[src/rtl/branch_redirect_ctrl_pkg.sv]
// Shared types and default widths for the branch redirect controller.
package branch_redirect_ctrl_pkg;
   localparam int PC_W_DEF  = 9;
   localparam int CNT_W_DEF = 16;

   typedef enum logic [1:0] {
      IDLE     = 2'd0,
      REDIRECT = 2'd1,
      SETTLE   = 2'd2
   } state_t;
endpackage

[src/rtl/branch_redirect_ctrl_if.sv]
// EX-side branch inputs, fetch handshake and pipeline control outputs of the redirect controller.
interface branch_redirect_ctrl_if
   import branch_redirect_ctrl_pkg::*;
#(
   parameter int PC_W  = PC_W_DEF,
   parameter int CNT_W = CNT_W_DEF
);
   logic             ex_branch_valid;
   logic             ex_pc_sel;
   logic [PC_W-1:0]  ex_br_pc;
   logic             hazard_stall;
   logic             fetch_ready;
   logic             redirect_valid;
   logic [PC_W-1:0]  redirect_pc;
   logic             flush_ifid;
   logic             flush_idex;
   logic             pc_hold;
   logic [CNT_W-1:0] branch_count;
   logic [CNT_W-1:0] taken_count;

   modport master (
      output ex_branch_valid, ex_pc_sel, ex_br_pc, hazard_stall, fetch_ready,
      input  redirect_valid, redirect_pc, flush_ifid, flush_idex, pc_hold,
             branch_count, taken_count
   );

   modport slave (
      input  ex_branch_valid, ex_pc_sel, ex_br_pc, hazard_stall, fetch_ready,
      output redirect_valid, redirect_pc, flush_ifid, flush_idex, pc_hold,
             branch_count, taken_count
   );
endinterface

[src/rtl/branch_redirect_ctrl_sat_counter.sv]
// Up-counter that sticks at all-ones instead of wrapping.
module sat_counter #(
   parameter int W = 16
) (
   input  logic         clk,
   input  logic         reset,
   input  logic         inc,
   output logic [W-1:0] count
);
   always_ff @(posedge clk) begin
      if (reset)
         count <= '0;
      else if (inc && (count != '1))
         count <= count + 1'b1;
   end
endmodule

[src/rtl/branch_redirect_ctrl.sv]
// Sequences the fetch redirect after a taken branch in EX: handshake, wrong-path flushes,
// PC hold under fetch backpressure, and saturating resolve/taken statistics.
module branch_redirect_ctrl
   import branch_redirect_ctrl_pkg::*;
#(
   parameter int PC_W  = PC_W_DEF,
   parameter int CNT_W = CNT_W_DEF
) (
   input  logic                   clk,
   input  logic                   reset,
   branch_redirect_ctrl_if.slave  bus
);
   localparam logic [PC_W-1:0] ALIGN_MASK = ~PC_W'(1);

   state_t          state, state_nxt;
   logic [PC_W-1:0] target;
   logic            accept, taken;

   // Only IDLE listens to EX; anything seen during a redirect is wrong-path.
   assign accept = (state == IDLE) && bus.ex_branch_valid && !bus.hazard_stall;
   assign taken  = accept && bus.ex_pc_sel;

   always_ff @(posedge clk) begin
      if (reset) begin
         state  <= IDLE;
         target <= '0;
      end else begin
         state <= state_nxt;
         if (taken)
            target <= bus.ex_br_pc & ALIGN_MASK;
      end
   end

   always_comb begin
      state_nxt          = state;
      bus.redirect_valid = 1'b0;
      bus.redirect_pc    = '0;
      bus.flush_ifid     = 1'b0;
      bus.flush_idex     = 1'b0;
      bus.pc_hold        = 1'b0;
      unique case (state)
         IDLE: begin
            if (taken)
               state_nxt = REDIRECT;
         end
         REDIRECT: begin
            bus.redirect_valid = 1'b1;
            bus.redirect_pc    = target;
            bus.flush_ifid     = 1'b1;
            bus.flush_idex     = 1'b1;
            bus.pc_hold        = !bus.fetch_ready;
            if (bus.fetch_ready)
               state_nxt = SETTLE;
         end
         SETTLE: begin
            // one extra ID/EX squash catches the instruction fetched before the redirect landed
            bus.flush_idex = 1'b1;
            state_nxt      = IDLE;
         end
         default: state_nxt = IDLE;
      endcase
   end

   sat_counter #(.W(CNT_W)) u_branch_cnt (
      .clk   (clk),
      .reset (reset),
      .inc   (accept),
      .count (bus.branch_count)
   );

   sat_counter #(.W(CNT_W)) u_taken_cnt (
      .clk   (clk),
      .reset (reset),
      .inc   (taken),
      .count (bus.taken_count)
   );
endmodule

[src/flat_wrapper.sv]
// flat-port wrapper written by rule: the top's interface ports become plain ports
module branch_redirect_ctrl_flat import branch_redirect_ctrl_pkg::*;
#(
   parameter int PC_W  = PC_W_DEF,
   parameter int CNT_W = CNT_W_DEF
)
  (clk, reset, bus_ex_branch_valid, bus_ex_pc_sel, bus_ex_br_pc, bus_hazard_stall, bus_fetch_ready, bus_redirect_valid, bus_redirect_pc, bus_flush_ifid, bus_flush_idex, bus_pc_hold, bus_branch_count, bus_taken_count);
  branch_redirect_ctrl_if #(.PC_W(PC_W), .CNT_W(CNT_W)) bus_i ();
  input  logic clk;
  input  logic reset;
  input wire logic [$bits(bus_i.ex_branch_valid)-1:0] bus_ex_branch_valid;
  input wire logic [$bits(bus_i.ex_pc_sel)-1:0] bus_ex_pc_sel;
  input wire logic [$bits(bus_i.ex_br_pc)-1:0] bus_ex_br_pc;
  input wire logic [$bits(bus_i.hazard_stall)-1:0] bus_hazard_stall;
  input wire logic [$bits(bus_i.fetch_ready)-1:0] bus_fetch_ready;
  output wire logic [$bits(bus_i.redirect_valid)-1:0] bus_redirect_valid;
  output wire logic [$bits(bus_i.redirect_pc)-1:0] bus_redirect_pc;
  output wire logic [$bits(bus_i.flush_ifid)-1:0] bus_flush_ifid;
  output wire logic [$bits(bus_i.flush_idex)-1:0] bus_flush_idex;
  output wire logic [$bits(bus_i.pc_hold)-1:0] bus_pc_hold;
  output wire logic [$bits(bus_i.branch_count)-1:0] bus_branch_count;
  output wire logic [$bits(bus_i.taken_count)-1:0] bus_taken_count;
  assign bus_i.ex_branch_valid = bus_ex_branch_valid;
  assign bus_i.ex_pc_sel = bus_ex_pc_sel;
  assign bus_i.ex_br_pc = bus_ex_br_pc;
  assign bus_i.hazard_stall = bus_hazard_stall;
  assign bus_i.fetch_ready = bus_fetch_ready;
  assign bus_redirect_valid = bus_i.redirect_valid;
  assign bus_redirect_pc = bus_i.redirect_pc;
  assign bus_flush_ifid = bus_i.flush_ifid;
  assign bus_flush_idex = bus_i.flush_idex;
  assign bus_pc_hold = bus_i.pc_hold;
  assign bus_branch_count = bus_i.branch_count;
  assign bus_taken_count = bus_i.taken_count;
  branch_redirect_ctrl #(.PC_W(PC_W), .CNT_W(CNT_W)) u_core (.clk(clk), .reset(reset), .bus(bus_i));
endmodule
[config.mk]
export PLATFORM = sky130hd
export DESIGN_NAME = branch_redirect_ctrl_flat
export DESIGN_NICKNAME = d
export VERILOG_FILES = /design/src/rtl/branch_redirect_ctrl_pkg.sv /design/src/rtl/branch_redirect_ctrl_if.sv /design/src/rtl/branch_redirect_ctrl_sat_counter.sv /design/src/rtl/branch_redirect_ctrl.sv /design/src/flat_wrapper.sv
export SDC_FILE = /design/constraint.sdc
export NUM_CORES = 1
export LEC_CHECK = 0
export ABC_AREA = 1
export CORE_MARGIN = 2
export CORE_UTILIZATION = 46
export CTS_BUF_LIST = sky130_fd_sc_hd__clkbuf_4
export CTS_CLUSTER_SIZE = 8
export DETAILED_ROUTE_END_ITERATION = 16
export HOLD_SLACK_MARGIN = 0.1
export PLACE_DENSITY = 0.75
export SYNTH_ARGS = -nofsm -noshare
export SYNTH_HDL_FRONTEND = slang
export SYNTH_SLANG_ARGS = --single-unit
export TNS_END_PERCENT = 50
[constraint.sdc]
create_clock -name clk -period 1.5 [get_ports clk]
set_input_delay 0.15 -clock clk [delete_from_list [all_inputs] [get_ports clk]]
set_output_delay 0.15 -clock clk [all_outputs]
set_load 0.05 [all_outputs]
# Yosys cells after proc, flatten, opt, wreduce, memory -nomap -nowiden
# Cells that the tools add are included.
# word_totals
reg_bits	42
latch_bits	0
memories	0
output_inout_bits	45
mem_bits_rw	0
mem_bits_ro	0
in_bits	15
elab_cells	29
# op_classes
add_sub_neg	2
div_mod_pow	0
order_cmp	0
mul	0
mux	7
n_bitwise	0
reduce_logical	10
n_shift	0
n_eq_ne	6
# ops
operator	count
16-bit by 1-bit adder with 16-bit output (second input constant)	2
16-bit inequality test (second input constant)	2
9-bit 2-to-1 mux	1
1-bit logical AND	5
2-bit 2-to-1 mux	2
2-bit inequality test (second input constant)	2
2-bit one-hot mux with 2 select lines	1
1-bit 2-to-1 mux	3
2-bit by 1-bit == test with 1-bit output (second input constant)	1
2-bit == test (second input constant)	1
1-bit logical NOT	2
2-bit logical NOT	1
2-bit AND reduction	1
2-bit OR reduction	1

# Longest topological paths before layout
# depth
depth_word	6
mapped_depth	10
mapped_depth_nobuf	10

# By module
# From an unflattened synthesis, not the netlist that was laid out.
# unflattened
cells_unflattened	379
area_unflattened_um2	2421.1
# by_module_without_submodules
mod	seq_area_each_um2	area_each_um2	cells_per_inst	instances
sat_counter	320.3	929.6	149	2
branch_redirect_ctrl	200.2	561.8	81	1

# Least setup slack after synthesis
# No wires, ideal clock.
# synth_timing
path_type	register -> register
start	register u_core.state[1]
end	register u_core.state[0]
stages_incl_launch_ff	9
period_less_slack_ps	2383
arrival_ps	2268
slack_ps	-883
setup_ps	115
cell_sequence	dfxtp_1 > inv_1 > ha_1 > clkbuf_1 > inv_1 > nor2_1 > a21oi_1 > nor2_1 > nor2_1
# synth_via
elab_chain_cells	6
# synth_lines
element	line_no	source
start: declaration	branch_redirect_ctrl.sv:15	state_t state, state_nxt;
start signal: assignment	branch_redirect_ctrl.sv:28	state <= state_nxt;
2-bit logical NOT	branch_redirect_ctrl.sv:20, branch_redirect_ctrl.sv:41	
1-bit logical AND (2 in a row)	branch_redirect_ctrl.sv:20	assign accept = (state == IDLE) && bus.ex_branch_valid && !bus.hazard_stall;
1-bit logical AND	branch_redirect_ctrl.sv:21	assign taken = accept && bus.ex_pc_sel;
2-bit inequality test (no source line)	n/a	
2-bit AND reduction (no source line)	n/a	
# Several ways; a longest one is shown, not always the timed one.
# A chain may end at the register's enable or synchronous reset.

# Worst setup path in the final report
# layout_timing
start	register u_core.state[1]
end	output port bus_flush_ifid
# layout_via
elab_chain_cells	2
# layout_lines
element	line_no	source
2-bit by 1-bit == test with 1-bit output	branch_redirect_ctrl.sv:41	unique case (state)
1-bit 2-to-1 mux	branch_redirect_ctrl.sv:41	
end: declaration	flat_wrapper.sv:18	output wire logic [$bits(bus_i.flush_ifid)-1:0] bus_flush_ifid;
# No other way between the ends.

==> results.sh <==
export IMPL_r2r_setup_slack_ns=-0.07
export IMPL_place_gp_congestion=0.882
export IMPL_min_period_ns=1.59
export IMPL_core_rowCount=26
export IMPL_finalSetupTns_ns=-0.767
export IMPL_cts_buffer_depth=2
export IMPL_p_int_mw=1.94
export IMPL_grt_pass1_vias=2304
export IMPL_yosysMostFrequentCell="nand2_1"
export IMPL_rsz0062_at_grt="true"
export IMPL_h_tree_depth=2
export IMPL_synth_seq_area_share_pct=34.0
export IMPL_first_iter_violations=111
export IMPL_io_pins=60
export IMPL_synth_edf_count=0
export IMPL_gr_usage_all_layers_pct=20.8
export IMPL_hold_path_startpoint="bus_ex_br_pc[1]"
export IMPL_placed_cells=523
export IMPL_nFillCells=451
export IMPL_area_delta_synth_final_pct=45.2
export IMPL_grt_overflow_total=0
export IMPL_switchingPower_mw=1.04
export IMPL_vias=2665
export IMPL_yosys_area_top_type_share_pct=34.0
export IMPL_ys_ff_latch=42
export IMPL_synth_nets=412
export IMPL_whs_path_depth=3
export IMPL_portBuffers=57
export IMPL_fp_dieArea_um2=5970
export IMPL_synth_area_um2=2470
export IMPL_switching_share_pct=35.0
export IMPL_drcViolationCount=0
export IMPL_seqPwrFrac_pct=40.6
export IMPL_min_to="u_core.target[1]"
export IMPL_antenna_left=0
export IMPL_setup_violations=12
export IMPL_pwr_share_clk_pct=18.9
export IMPL_numCtsBuffers=5
export IMPL_core_um2=5140
export IMPL_hold_violations=0
export IMPL_whs_ns=0.338
export IMPL_combPwrFrac_pct=40.4
export IMPL_irDropWorstVdd_uv=510
export IMPL_failed_checks="setup timing"
export IMPL_cts_tree="yes"
export IMPL_grt_antenna_before_repair=0
export IMPL_r2r_cells=10
export IMPL_worstPathMaxFanout=5
export IMPL_yosysTopAreaCell="dfxtp_1"
export IMPL_placed_area_um2=3280
export IMPL_final_area_um2=3590
export IMPL_required_ns=1.35
export IMPL_wl_per_cell_um=11.9
export IMPL_cp_end_kind="output pin"
export IMPL_grt_pass1_wl_um=10100
export IMPL_startpoint_type="flip-flop"
export IMPL_drt_total_wl_um=6420
export IMPL_syn_avg_cell_area_um2=6.32
export IMPL_drv_cap=0
export IMPL_cts_root_buffer="clkbuf_4"
export IMPL_setup_slack_ns=-0.0896
export IMPL_dp_hpwl_um=4530
export IMPL_status="complete, but fails checks"
export IMPL_ys_types=26
export IMPL_drive_above_1_share_pct=38.6
export IMPL_slew_viol_final=0
export IMPL_synth_area_leaders="dfxtp_1 (34%), nand2_1 (17%), nor2_1 (12%)"
export IMPL_clock_skew_ns=0.00562
export IMPL_hold_class="in2reg"
export IMPL_period_share_pct=106
export IMPL_cellPowerDensity_nw_per_um2=830
export IMPL_start_util_pct=48.1
export IMPL_instances_no_fill=542
export IMPL_drt_pass1_iter_count=5
export IMPL_antennaDiodeCount=0
export IMPL_r2r_start="u_core.state[1]"
export IMPL_fmax_ghz=0.629
export IMPL_clkSinkCount=42
export IMPL_layout_nets=492
export IMPL_timing_rr_end="u_core.u_taken_cnt.count[4]"
export IMPL_cp_arrival_ns=1.44
export IMPL_die_w_um=77.3
export IMPL_clock_latency_ns=0.35
export IMPL_p_leak_nw=1.50
export IMPL_vias_per_cell=4.92
export IMPL_grt_max_degree=19
export IMPL_synthArstFlopShare_pct=0
export IMPL_final_util_pct=69.8
export IMPL_cts_clk_slew_worst_paths_ns=0.12
export IMPL_synth_common_cells="nand2_1 (114), nor2_1 (81), dfxtp_1 (42), inv_1 (39), a21oi_1 (26)"
export IMPL_synth_cells=391
export IMPL_synth_warnings=0
export IMPL_die_y_um=77.3
export IMPL_synth_flop_cell="dfxtp_1"
export IMPL_path_class="reg2out"
## critical path, stage by stage (launching register included)
cell	delay [ns]
dfxtp_2	0.36
inv_2	0.04
buf_6	0.11
ha_4	0.17
buf_6	0.14
buf_6	0.12
buf_12	0.14
## routing by layer
metal  part of all wire (%)  global-route usage, %
met2                     50                   36.8
met5                      0                      0
met4                    1.7                   6.96
met1                     44                   24.8
met3                    4.5                   4.24
## sequential cells by signal, indices dropped and copies added, names as in the netlist
register	count
u_core.state	2
u_core.target	8
u_core.u_branch_cnt.count	16
u_core.u_taken_cnt.count	16
## stage by stage
| stage | power (mW) | setup WS (ns) |
|---|---|---|
| floorplan | 1.84 | 0.00434 |
| CTS | 2.92 | -0.0768 |
| detailed placement | 2.24 | -0.128 |
| global route | 3.13 | -0.174 |
| global placement | 2.23 | -0.0901 |
| finish | 2.98 | -0.0896 |
## what timing repair did
| action | in CTS | in global routing |
|---|---|---|
| gates cloned | 0 | 1 |
| setup buffers | 7 | 3 |
| hold buffers | 0 | 0 |
| setup endpoints to repair | 24 | 47 |
| pin swaps | 3 | 12 |
| resized for setup | 18 | 39 |
## worst max path at each step
| stage | start | end | slack, ns | cells past startpoint |
|---|---|---|---|---|
| after detailed placement | bus_ex_branch_valid | u_core.u_branch_cnt.count[9] | -0.13 | 8 |
| final | u_core.state[1] | bus_flush_ifid | -0.09 | 6 |
| after CTS | u_core.state[1] | bus_flush_ifid | -0.08 | 6 |
| after floorplan | u_core.state[1] | u_core.state[1] | 0.004 | 8 |
| after global placement | bus_ex_branch_valid | u_core.u_taken_cnt.count[15] | -0.09 | 8 |
| after global routing | u_core.state[1] | u_core.u_taken_cnt.count[4] | -0.17 | 10 |
## cell families after synthesis
group                      after synthesis  synth area share [%]
and+or+nand+nor                        257                  46.4
buffers and inverters                   51                  9.42
DFF                                     42                  34.0
AOI/OAI and AO/OA                       34                  6.99
adders and majority gates                6                  3.04
other                                    1                 0.152
## layout make-up
class	count	area [um2]	area share, %
timing repair buffer	83	821	22.9
multi-input combinational	299	1580	44.1
tap	70	87.6	2.44
clock inverter	2	8.76	0.244
inverter	40	150	4.18
sequential	42	893	24.9
clock buffer	6	45.0	1.26
## cell usage in the layout, fill, tap and decap left out, types with 3 or more instances in the layout
master	netlist	final
dfxtp_2	0	30
dfxtp_1	42	8
buf_4	2	54
clkdlybuf4s50_1	0	13
dfxtp_4	0	4
nand2_2	5	18
clkbuf_4	0	6
buf_6	4	4
ha_1	6	3
nand2_1	114	100
nor2_1	81	68
inv_1	39	28
a21oi_1	26	23
inv_2	1	12
nand3_1	25	25
nor2_2	9	14
nand4_1	5	5
buf_12	0	12
o21ai_1	4	4
nor3_1	4	4
nor2_4	6	14
## power by group through the flow
stage / registers [mW] / logic [mW] / clock network, mW
global placement: 1.23 / 0.998 / 0
global route: 1.22 / 1.28 / 0.628
CTS: 1.21 / 1.14 / 0.579
floorplan: 1.30 / 0.546 / 0
finish: 1.21 / 1.20 / 0.564
detailed placement: 1.23 / 1.01 / 0
Note: power is estimated with default switching activity, not from simulation.
